**src/rtl/apb_pkg.sv**
```systemverilog
// Shared types and helpers for the APB memory slave: FSM states, response codes,
// and index-width helpers derived from the bus and memory geometry.
package apb_pkg;

    typedef enum logic {
        IDLE   = 1'b0,
        ACCESS = 1'b1
    } apb_state_e;

    localparam logic APB_OKAY = 1'b0;
    localparam logic APB_ERR  = 1'b1;

    // Number of PADDR bits that select a byte within one data word.
    function automatic int lane_bits(input int data_w);
        int nb;
        nb = data_w / 8;
        return (nb > 1) ? $clog2(nb) : 0;
    endfunction

    // Word-index width for a bank of the given depth (never zero).
    function automatic int idx_bits(input int depth);
        return (depth > 1) ? $clog2(depth) : 1;
    endfunction

endpackage

```
**src/rtl/apb_mem_bank.sv**
```systemverilog
// DEPTH x DATA_W flop storage cleared by async reset, with one byte-enabled
// write port and one combinational read port.
module apb_mem_bank
    import apb_pkg::*;
#(
    parameter int DATA_W = 32,
    parameter int DEPTH  = 64,
    parameter int NB     = DATA_W / 8,
    parameter int AW     = idx_bits(DEPTH)
) (
    input  logic              PCLK,
    input  logic              PRESETn,
    input  logic              we,
    input  logic [AW-1:0]     waddr,
    input  logic [DATA_W-1:0] wdata,
    input  logic [NB-1:0]     wstrb,
    input  logic [AW-1:0]     raddr,
    output logic [DATA_W-1:0] rdata
);

    logic [DEPTH-1:0][DATA_W-1:0] mem_q, mem_d;

    always_comb begin
        mem_d = mem_q;
        if (we && (int'(waddr) < DEPTH)) begin
            for (int i = 0; i < NB; i++) begin
                if (wstrb[i]) mem_d[waddr][8*i +: 8] = wdata[8*i +: 8];
            end
        end
    end

    always_ff @(posedge PCLK or negedge PRESETn) begin
        if (!PRESETn) mem_q <= '0;
        else          mem_q <= mem_d;
    end

    // Indices past DEPTH only arise for errored accesses; return zero for them.
    assign rdata = (int'(raddr) < DEPTH) ? mem_q[raddr] : '0;

endmodule

```
**src/rtl/apb_mem_slave.sv**
```systemverilog
// APB4 memory slave: setup/access FSM with programmable wait states, address
// decode with error response and a read-only low region, backed by apb_mem_bank.
module apb_mem_slave
    import apb_pkg::*;
#(
    parameter int DATA_W      = 32,
    parameter int ADDR_W      = 8,
    parameter int DEPTH       = 64,
    parameter int WAIT_CYCLES = 0,
    parameter int RO_WORDS    = 0,
    parameter int NB          = DATA_W / 8
) (
    input  logic              PCLK,
    input  logic              PRESETn,
    input  logic              PSEL,
    input  logic              PENABLE,
    input  logic              PWRITE,
    input  logic [ADDR_W-1:0] PADDR,
    input  logic [DATA_W-1:0] PWDATA,
    input  logic [NB-1:0]     PSTRB,
    output logic [DATA_W-1:0] PRDATA,
    output logic              PREADY,
    output logic              PSLVERR
);

    localparam int LANE_W = lane_bits(DATA_W);
    localparam int IDX_AW = idx_bits(DEPTH);

    apb_state_e        state_q, state_d;
    logic [3:0]        cnt_q, cnt_d;
    logic [IDX_AW-1:0] idx_q, idx_d;
    logic              wr_q, wr_d;
    logic              err_q, err_d;
    logic [DATA_W-1:0] wdata_q, wdata_d;
    logic [NB-1:0]     strb_q, strb_d;
    logic [DATA_W-1:0] rd_q, rd_d;

    logic [ADDR_W-1:0] idx_c;
    logic              mis_c, err_c, setup_c, ready_c, mem_we;
    logic [DATA_W-1:0] mem_rdata;

    // Setup-phase decode, evaluated on the live bus.
    assign idx_c   = PADDR >> LANE_W;
    assign mis_c   = (PADDR & ADDR_W'(NB - 1)) != '0;
    assign err_c   = mis_c || (int'(idx_c) >= DEPTH) || (PWRITE && (int'(idx_c) < RO_WORDS));
    assign setup_c = PSEL && !PENABLE;
    assign ready_c = (state_q == ACCESS) && (cnt_q == 4'd0);

    always_comb begin
        state_d = state_q;
        cnt_d   = cnt_q;
        idx_d   = idx_q;
        wr_d    = wr_q;
        err_d   = err_q;
        wdata_d = wdata_q;
        strb_d  = strb_q;
        rd_d    = rd_q;
        mem_we  = 1'b0;
        unique case (state_q)
            IDLE: begin
                if (setup_c) begin
                    state_d = ACCESS;
                    cnt_d   = 4'(WAIT_CYCLES);
                    idx_d   = IDX_AW'(idx_c);
                    wr_d    = PWRITE;
                    err_d   = err_c;
                    wdata_d = PWDATA;
                    strb_d  = PSTRB;
                    rd_d    = err_c ? '0 : mem_rdata;
                end
            end
            ACCESS: begin
                if (!PSEL) begin
                    state_d = IDLE;
                end else if (PENABLE && ready_c) begin
                    mem_we  = wr_q && !err_q;
                    state_d = IDLE;
                end else if (cnt_q != 4'd0) begin
                    cnt_d = cnt_q - 4'd1;
                end
            end
            default: state_d = IDLE;
        endcase
    end

    always_ff @(posedge PCLK or negedge PRESETn) begin
        if (!PRESETn) begin
            state_q <= IDLE;
            cnt_q   <= '0;
            idx_q   <= '0;
            wr_q    <= 1'b0;
            err_q   <= 1'b0;
            wdata_q <= '0;
            strb_q  <= '0;
            rd_q    <= '0;
        end else begin
            state_q <= state_d;
            cnt_q   <= cnt_d;
            idx_q   <= idx_d;
            wr_q    <= wr_d;
            err_q   <= err_d;
            wdata_q <= wdata_d;
            strb_q  <= strb_d;
            rd_q    <= rd_d;
        end
    end

    apb_mem_bank #(
        .DATA_W (DATA_W),
        .DEPTH  (DEPTH),
        .NB     (NB),
        .AW     (IDX_AW)
    ) u_bank (
        .PCLK    (PCLK),
        .PRESETn (PRESETn),
        .we      (mem_we),
        .waddr   (idx_q),
        .wdata   (wdata_q),
        .wstrb   (strb_q),
        .raddr   (IDX_AW'(idx_c)),
        .rdata   (mem_rdata)
    );

    assign PREADY  = ready_c;
    assign PSLVERR = (ready_c && err_q) ? APB_ERR : APB_OKAY;
    assign PRDATA  = (ready_c && !wr_q && !err_q) ? rd_q : '0;

endmodule

```
**config.mk**
```make
export PLATFORM = sky130hd
export DESIGN_NAME = apb_mem_slave
export DESIGN_NICKNAME = d
export VERILOG_FILES = /design/src/rtl/apb_pkg.sv /design/src/rtl/apb_mem_bank.sv /design/src/rtl/apb_mem_slave.sv
export SDC_FILE = /design/constraint.sdc
export NUM_CORES = 2
export LEC_CHECK = 0
export CELL_PAD_IN_SITES_DETAIL_PLACEMENT = 1
export CELL_PAD_IN_SITES_GLOBAL_PLACEMENT = 1
export CORE_MARGIN = 2
export CORE_UTILIZATION = 50
export DETAILED_ROUTE_END_ITERATION = 10
export PLACE_DENSITY = 0.72
export SLEW_MARGIN = 0
export SYNTH_ARGS = -nofsm -noshare
export SYNTH_HDL_FRONTEND = slang
export SYNTH_SLANG_ARGS = --single-unit
```
**constraint.sdc**
```tcl
create_clock -name PCLK -period 2.8 [get_ports PCLK]
set_clock_uncertainty 0.2 [all_clocks]
set_input_delay 0.42 -clock PCLK [delete_from_list [all_inputs] [get_ports PCLK]]
set_output_delay 0.42 -clock PCLK [all_outputs]
set_load 0.03 [all_outputs]
```
== After elaboration in Yosys (flattened, before gate mapping) ==
Index checks and enable logic that the tools add are counted.
Storage, ports and cells
  register bits: 2129
  bits of input ports: 49
  output and inout port bits: 34
  word-level logic and storage cells: 135
Cells by class
  $add $sub $neg: 1
  order comparisons: 4
  equality and inequality tests: 4
  multiplexer cells: 36
  bitwise logic cells: 1
  reductions and logical operators: 17
Operators by type and width (number)
  two-way mux 2048 bit: 7
  bitwise mux 2048 bit: 4
  demux 32 bit (select 6 bit): 4
  binary-select mux 32 bit (select 6 bit): 1
  two-way mux 32 bit: 4
  two-way mux 24 bit: 1
  two-way mux 16 bit: 1
  two-way mux 4 bit: 4
  less-than comparator 6 x 7 -> 1 bit, second input constant: 2
  logical AND 1 bit: 8
  two-way mux 8 bit: 1
  one-hot mux 4 bit (2 select lines): 1
  nonzero test 8 bit: 1
  >= comparator 6 x 7 -> 1 bit, second input constant: 1
  two-way mux 1 bit: 7
  >= comparator 6 x 1 -> 1 bit, second input constant: 1
  != test 2 bit, second input constant: 3
  logical NOT 4 bit: 1
  AND reduction 4 bit: 1
  nonzero test 4 bit: 1
  subtractor 4 x 1 -> 4 bit, second input constant: 1
  logical NOT 1 bit: 3
  != test 2 x 1 -> 1 bit, second input constant: 1
  one-hot mux 1 bit (2 select lines): 1
  3 further kinds: 3

== Logic depth before layout (Yosys ltp) ==
  depth after elaboration: 15
  mapped depth: 12
  gate-level depth less buffers: 7

== Cells and area by module ==
From an unflattened synthesis, not the netlist that was laid out.
Unflattened totals
  cell total of the unflattened synthesis: 6353
  area, all modules: 96976.8 um^2
By module, submodules not included
  apb_mem_bank: instances 1, cells an instance 6028, area an instance 93659.8 um^2, sequential area each 51249.2 um^2
  apb_mem_slave: instances 1, cells an instance 325, area an instance 3316.9 um^2, sequential area each 2026.9 um^2

== Least setup slack after synthesis ==
OpenSTA, ideal clock, no wires.
  path type: register -> output
  start point: reg cnt_q[0]
  end point: out PRDATA[10]
  data arrival time: 2.139 ns
  data required time: 2.180 ns
  path slack: 0.041 ns
  cell stages (with the launch flop): 9
  buffers on the path: 1
  cell sequence: dfrtp_1 inv_1 ha_1 nand2b_1 nor2_1 and2_1 nor3b_1 clkbuf_1 and2_1
Between the ends
  word-level cells in the longest chain between the ends: 5
Ends and longest elaborated chain
  from (decl): RTL line apb_mem_slave.sv:30  | logic [3:0] cnt_q, cnt_d;
  from (signal assigned): RTL line apb_mem_slave.sv:98  | cnt_q <= cnt_d;
  logical NOT 4 bit: RTL line apb_mem_slave.sv:47  | assign ready_c = (state_q == ACCESS) && (cnt_q == 4'd0);
  logical AND 1 bit: RTL line apb_mem_slave.sv:47
  via PREADY: RTL line apb_mem_slave.sv:22  | output logic PREADY,
  logical AND 1 bit (2 in a row): RTL line apb_mem_slave.sv:126  | assign PRDATA = (ready_c && !wr_q && !err_q) ? rd_q : '0;
  two-way mux 32 bit: RTL line apb_mem_slave.sv:126
  to (decl): RTL line apb_mem_slave.sv:21  | output logic [DATA_W-1:0] PRDATA,
The timed path passes the listed nets, and every way through them passes these cells.

== Final worst setup path ==
  start point: reg cnt_q[0]
  end point: out PRDATA[15]
Between the ends
  word-level cells in the longest chain between the ends: 5
Ends and longest elaborated chain (RTL line)
  logical NOT 4 bit: apb_mem_slave.sv:47
  logical AND 1 bit: apb_mem_slave.sv:47
  logical AND 1 bit (2 in a row): apb_mem_slave.sv:126
  two-way mux 32 bit: apb_mem_slave.sv:126
Every way passes these cells.

==> implementation parameters <==
Parameter                              Value

Clocking
  Number of sinks driven by the clock tree    2129
  Clock network latency to the later pin of the worst-skew pair    0.89 ns
  Clock-pin slew on the worst setup and hold paths    roughly 0.070 ns
  CTS root buffer    clkbuf_16
  TritonCTS buffer count    222
  CTS tree    done
  Number of H-tree levels    4
  Clock buffer depth    3

Routing
  Vias per cell    6.26
  Initial DRC Count    roughly 5000
  Drt pass-1 iters    5
  Routed WL    320000 µm
  Post-route DRC    0
  Via Count    61300
  Average routed wire per standard cell    32.7 µm
  Routed Antenna Nets    0

Timing
  Number of slew-limit violations in the final report    0
  Rel. slew slack    between 10% and 20%
  Final setup violation count    1489
  Transition time at the pin with the least slew margin    1.31 ns
  Final period demand of the worst path    3.40 ns
  Post-layout worst setup margin    -0.599 ns
  Share of the cycle needed by the critical path after routing    121%
  FMAX    just under 300 MHz
  Final hold viol count    0
  Unrepaired setup endpoints after global routing    true
  Total Neg Setup Slack    -235.40 ns

Synth
  Register bit count reported by yosys    2129
  Cell Area, Synth    97200 µm²
  Synth warn    0
  Register area share after synthesis    54.8%
  Mean Syn Cell Area    15.3 µm²
  Net count after synthesis    6385
  Number of distinct library cells after synthesis    58
  Async set-reset flop share out of synthesis    100%
  Number of enable-type register cells in the synthesized netlist    0
  Cell count after synthesis    6335
  Main flop type after synthesis    dfrtp_1

Cells and area
  Synth-to-Final Area Change    21.4%
  Fraction of layout instances using a drive strength above 1    56.1%
  Most common cell after layout, fill and taps aside    dfrtp_1
  Final design area excluding fillers    118000 µm²
  Commonest cells after routing, fill and taps aside    2097 x dfrtp_1, 2045 x mux2_2, 581 x buf_4
  Count of nets after finishing    7128
  Count of filler cells inserted in the layout    17200
  Share of the core filled with cells in the final layout    61.2%

Global routing
  Wire length of the first global-routing pass    471000 µm
  Global Route Usage Sum    32.4%
  Number of global-route vias before repair    67400
  GRT overflow    0
  Maximum number of pins on one net before global-route repair    154
  Initial antenna violation count    10

Critical path
  Worst setup path category    flop to primary output
  Slowest Stage Delay on Critical Path    0.39 ns
  Cell mode on critical path    buf_12
  Worst path arrival time    2.78 ns
  Critical Path Source Type    flop
  Capturing element type of the critical path    primary output
  Crit path max-delay cell type    dfrtp_1
  Start point of the critical path    cnt_q[0]$_DFFE_PN0P_
  Launching point of the worst reg2reg path    cnt_q[0]$_DFFE_PN0P_
  Worst EP required    2.18 ns
  Critical path fanouts, max    7
  Cell breakdown of the critical path    inv_2, ha_4, nand2b_4, nor2_4, and2_4, nor3b_4, buf_12, buf_12, clkbuf_16, and2_4, buf_12

Power
  Leakage power of the design    56.6 nW
  Max IR drop VDD    0.735 mV
  Cell Pwr Density    566 nW/µm²

Placed design
  Cell Area, Placed    109000 µm²
  Placement-stage worst setup slack    -0.587 ns
  GPL Wtd Cong    0.918
  # port buffers    82
  Post-DP HPWL    218000 µm

Die
  Die outline area    198000 µm²
  Ports placed on the boundary    83
  Vertical extent of the die    approximately 440 µm
  Area of the core region    193000 µm²
  Row cnt    161
  Horiz. Die Dim    445 µm
  Initial standard-cell utilization of the core    between 50% and 60%

Status
  Failing checks    setup timing
  Outcome    complete, but fails checks

Hold path
  Class of the tightest hold or removal check    input port to flop
  Startpoint of the tightest hold check path    PWDATA[6]

Run
  Max-cap violation count    0
-- power breakdown --
part           total, mW  internal [mW]  switching, mW
clock               30.1           17.4           12.7
sequential          31.7           30.9          0.757
combinational       4.92           1.49           3.42
-- cell usage after synthesis, types with 38 or more instances --
cell / number / area share [%]
dfrtp_1: 2129 / 55
mux2_2: 2068 / 24
mux4_2: 469 / 11
clkbuf_1: 324 / 1.3
nand2_1: 287 / 1.1
mux2i_1: 205 / 2.1
a22oi_1: 105 / 0.81
nor2_2: 100 / 0.64
nand3_1: 81 / 0.42
buf_2: 79 / 0.41
nor2_4: 60 / 0.70
nor2_1: 42 / 0.16
and2_1: 41 / 0.26
buf_4: 38 / 0.29
-- path summary, 6_finish.rpt --
check	end	slack [ns]	cells past startpoint
max	PRDATA[15]	-0.60	11
min	wdata_q[6]$_DFFE_PN0P_	0.06	3
max reg2reg	u_bank.mem_q[1579]$_DFFE_PN0P_	-0.25	12
min reg2reg	u_bank.mem_q[1954]$_DFFE_PN0P_	0.30	1
max in group asynchronous	wdata_q[0]$_DFFE_PN0P_	1.31	4
min in group asynchronous	u_bank.mem_q[523]$_DFFE_PN0P_	0.20	3
-- layout make-up --
cell class,instances,area [µm²],area share [%]
tap,2526,3160,2.68
clock buffer,334,6610,5.61
timing repair buffer,987,11700,9.89
antenna,6,15.0,0.0127
multi-input combinational,3733,42400,35.9
inverter,5,18.8,0.0159
clock inverter,73,802,0.680
sequential,2129,53300,45.2
-- worst max-delay path: cells and delay by family, from the launching register on --
family / cells / cell delay (ns)
fa+ha+maj: 1 / 0.15
simple gates: 5 / 0.68
flops: 1 / 0.39
buf+inv: 5 / 0.66
-- sequential cells by signal (all words and copies together) (netlist names) --
register      cells
idx_q             6
rd_q             32
err_q             1
strb_q            4
cnt_q             4
wdata_q          32
wr_q              1
state_q           1
u_bank.mem_q   2048
-- per-stage QoR --
stage          hold WS, ns  std cells  power [mW]
4_1_cts             0.0326       9775        67.1
3_3_place_gp         0.268       9306        36.8
2_1_floorplan      -0.0756       6335        33.9
3_5_place_dp         0.288       9306        37.0
6_report            0.0586       9793        66.8
5_1_grt            0.00324       9788        68.6
-- kinds of logic (layout without fill, tap and decap cells) --
| group | Yosys count | in the layout | share of synthesized area (%) |
|---|---|---|---|
| other | 0 | 6 | 0 |
| AO/OA/AOI/OAI | 296 | 296 | 2.15 |
| buffers and inverters | 473 | 1399 | 2.17 |
| multiplexers | 2745 | 2745 | 37.0 |
| AND/OR/NAND/NOR | 691 | 691 | 3.85 |
| adder cells (fa/ha/maj) | 1 | 1 | 0.0129 |
| flip-flops | 2129 | 2129 | 54.8 |
-- timing repair --
item,4_1_cts,5_1_grt
cloned,3,6
endpoints found under the setup margin,1573,1575
resized for setup,64,68
hold buffers,38,0
pin swaps,22,58
setup buffers,24,8
endpoints found under the hold margin,2073,0
-- metal layers --
layer | vias up | GRT usage (%) | part of all wire (%)
met3 | 533 | 5.72 | 5.7
met2 | 1793 | 52.8 | 49
li1 | 25000 | - | -
met5 | - | 0 | 0
met4 | 0 | 13.2 | 4.3
met1 | 34000 | 43.3 | 41
Note: power is estimated with default switching activity, not from simulation.
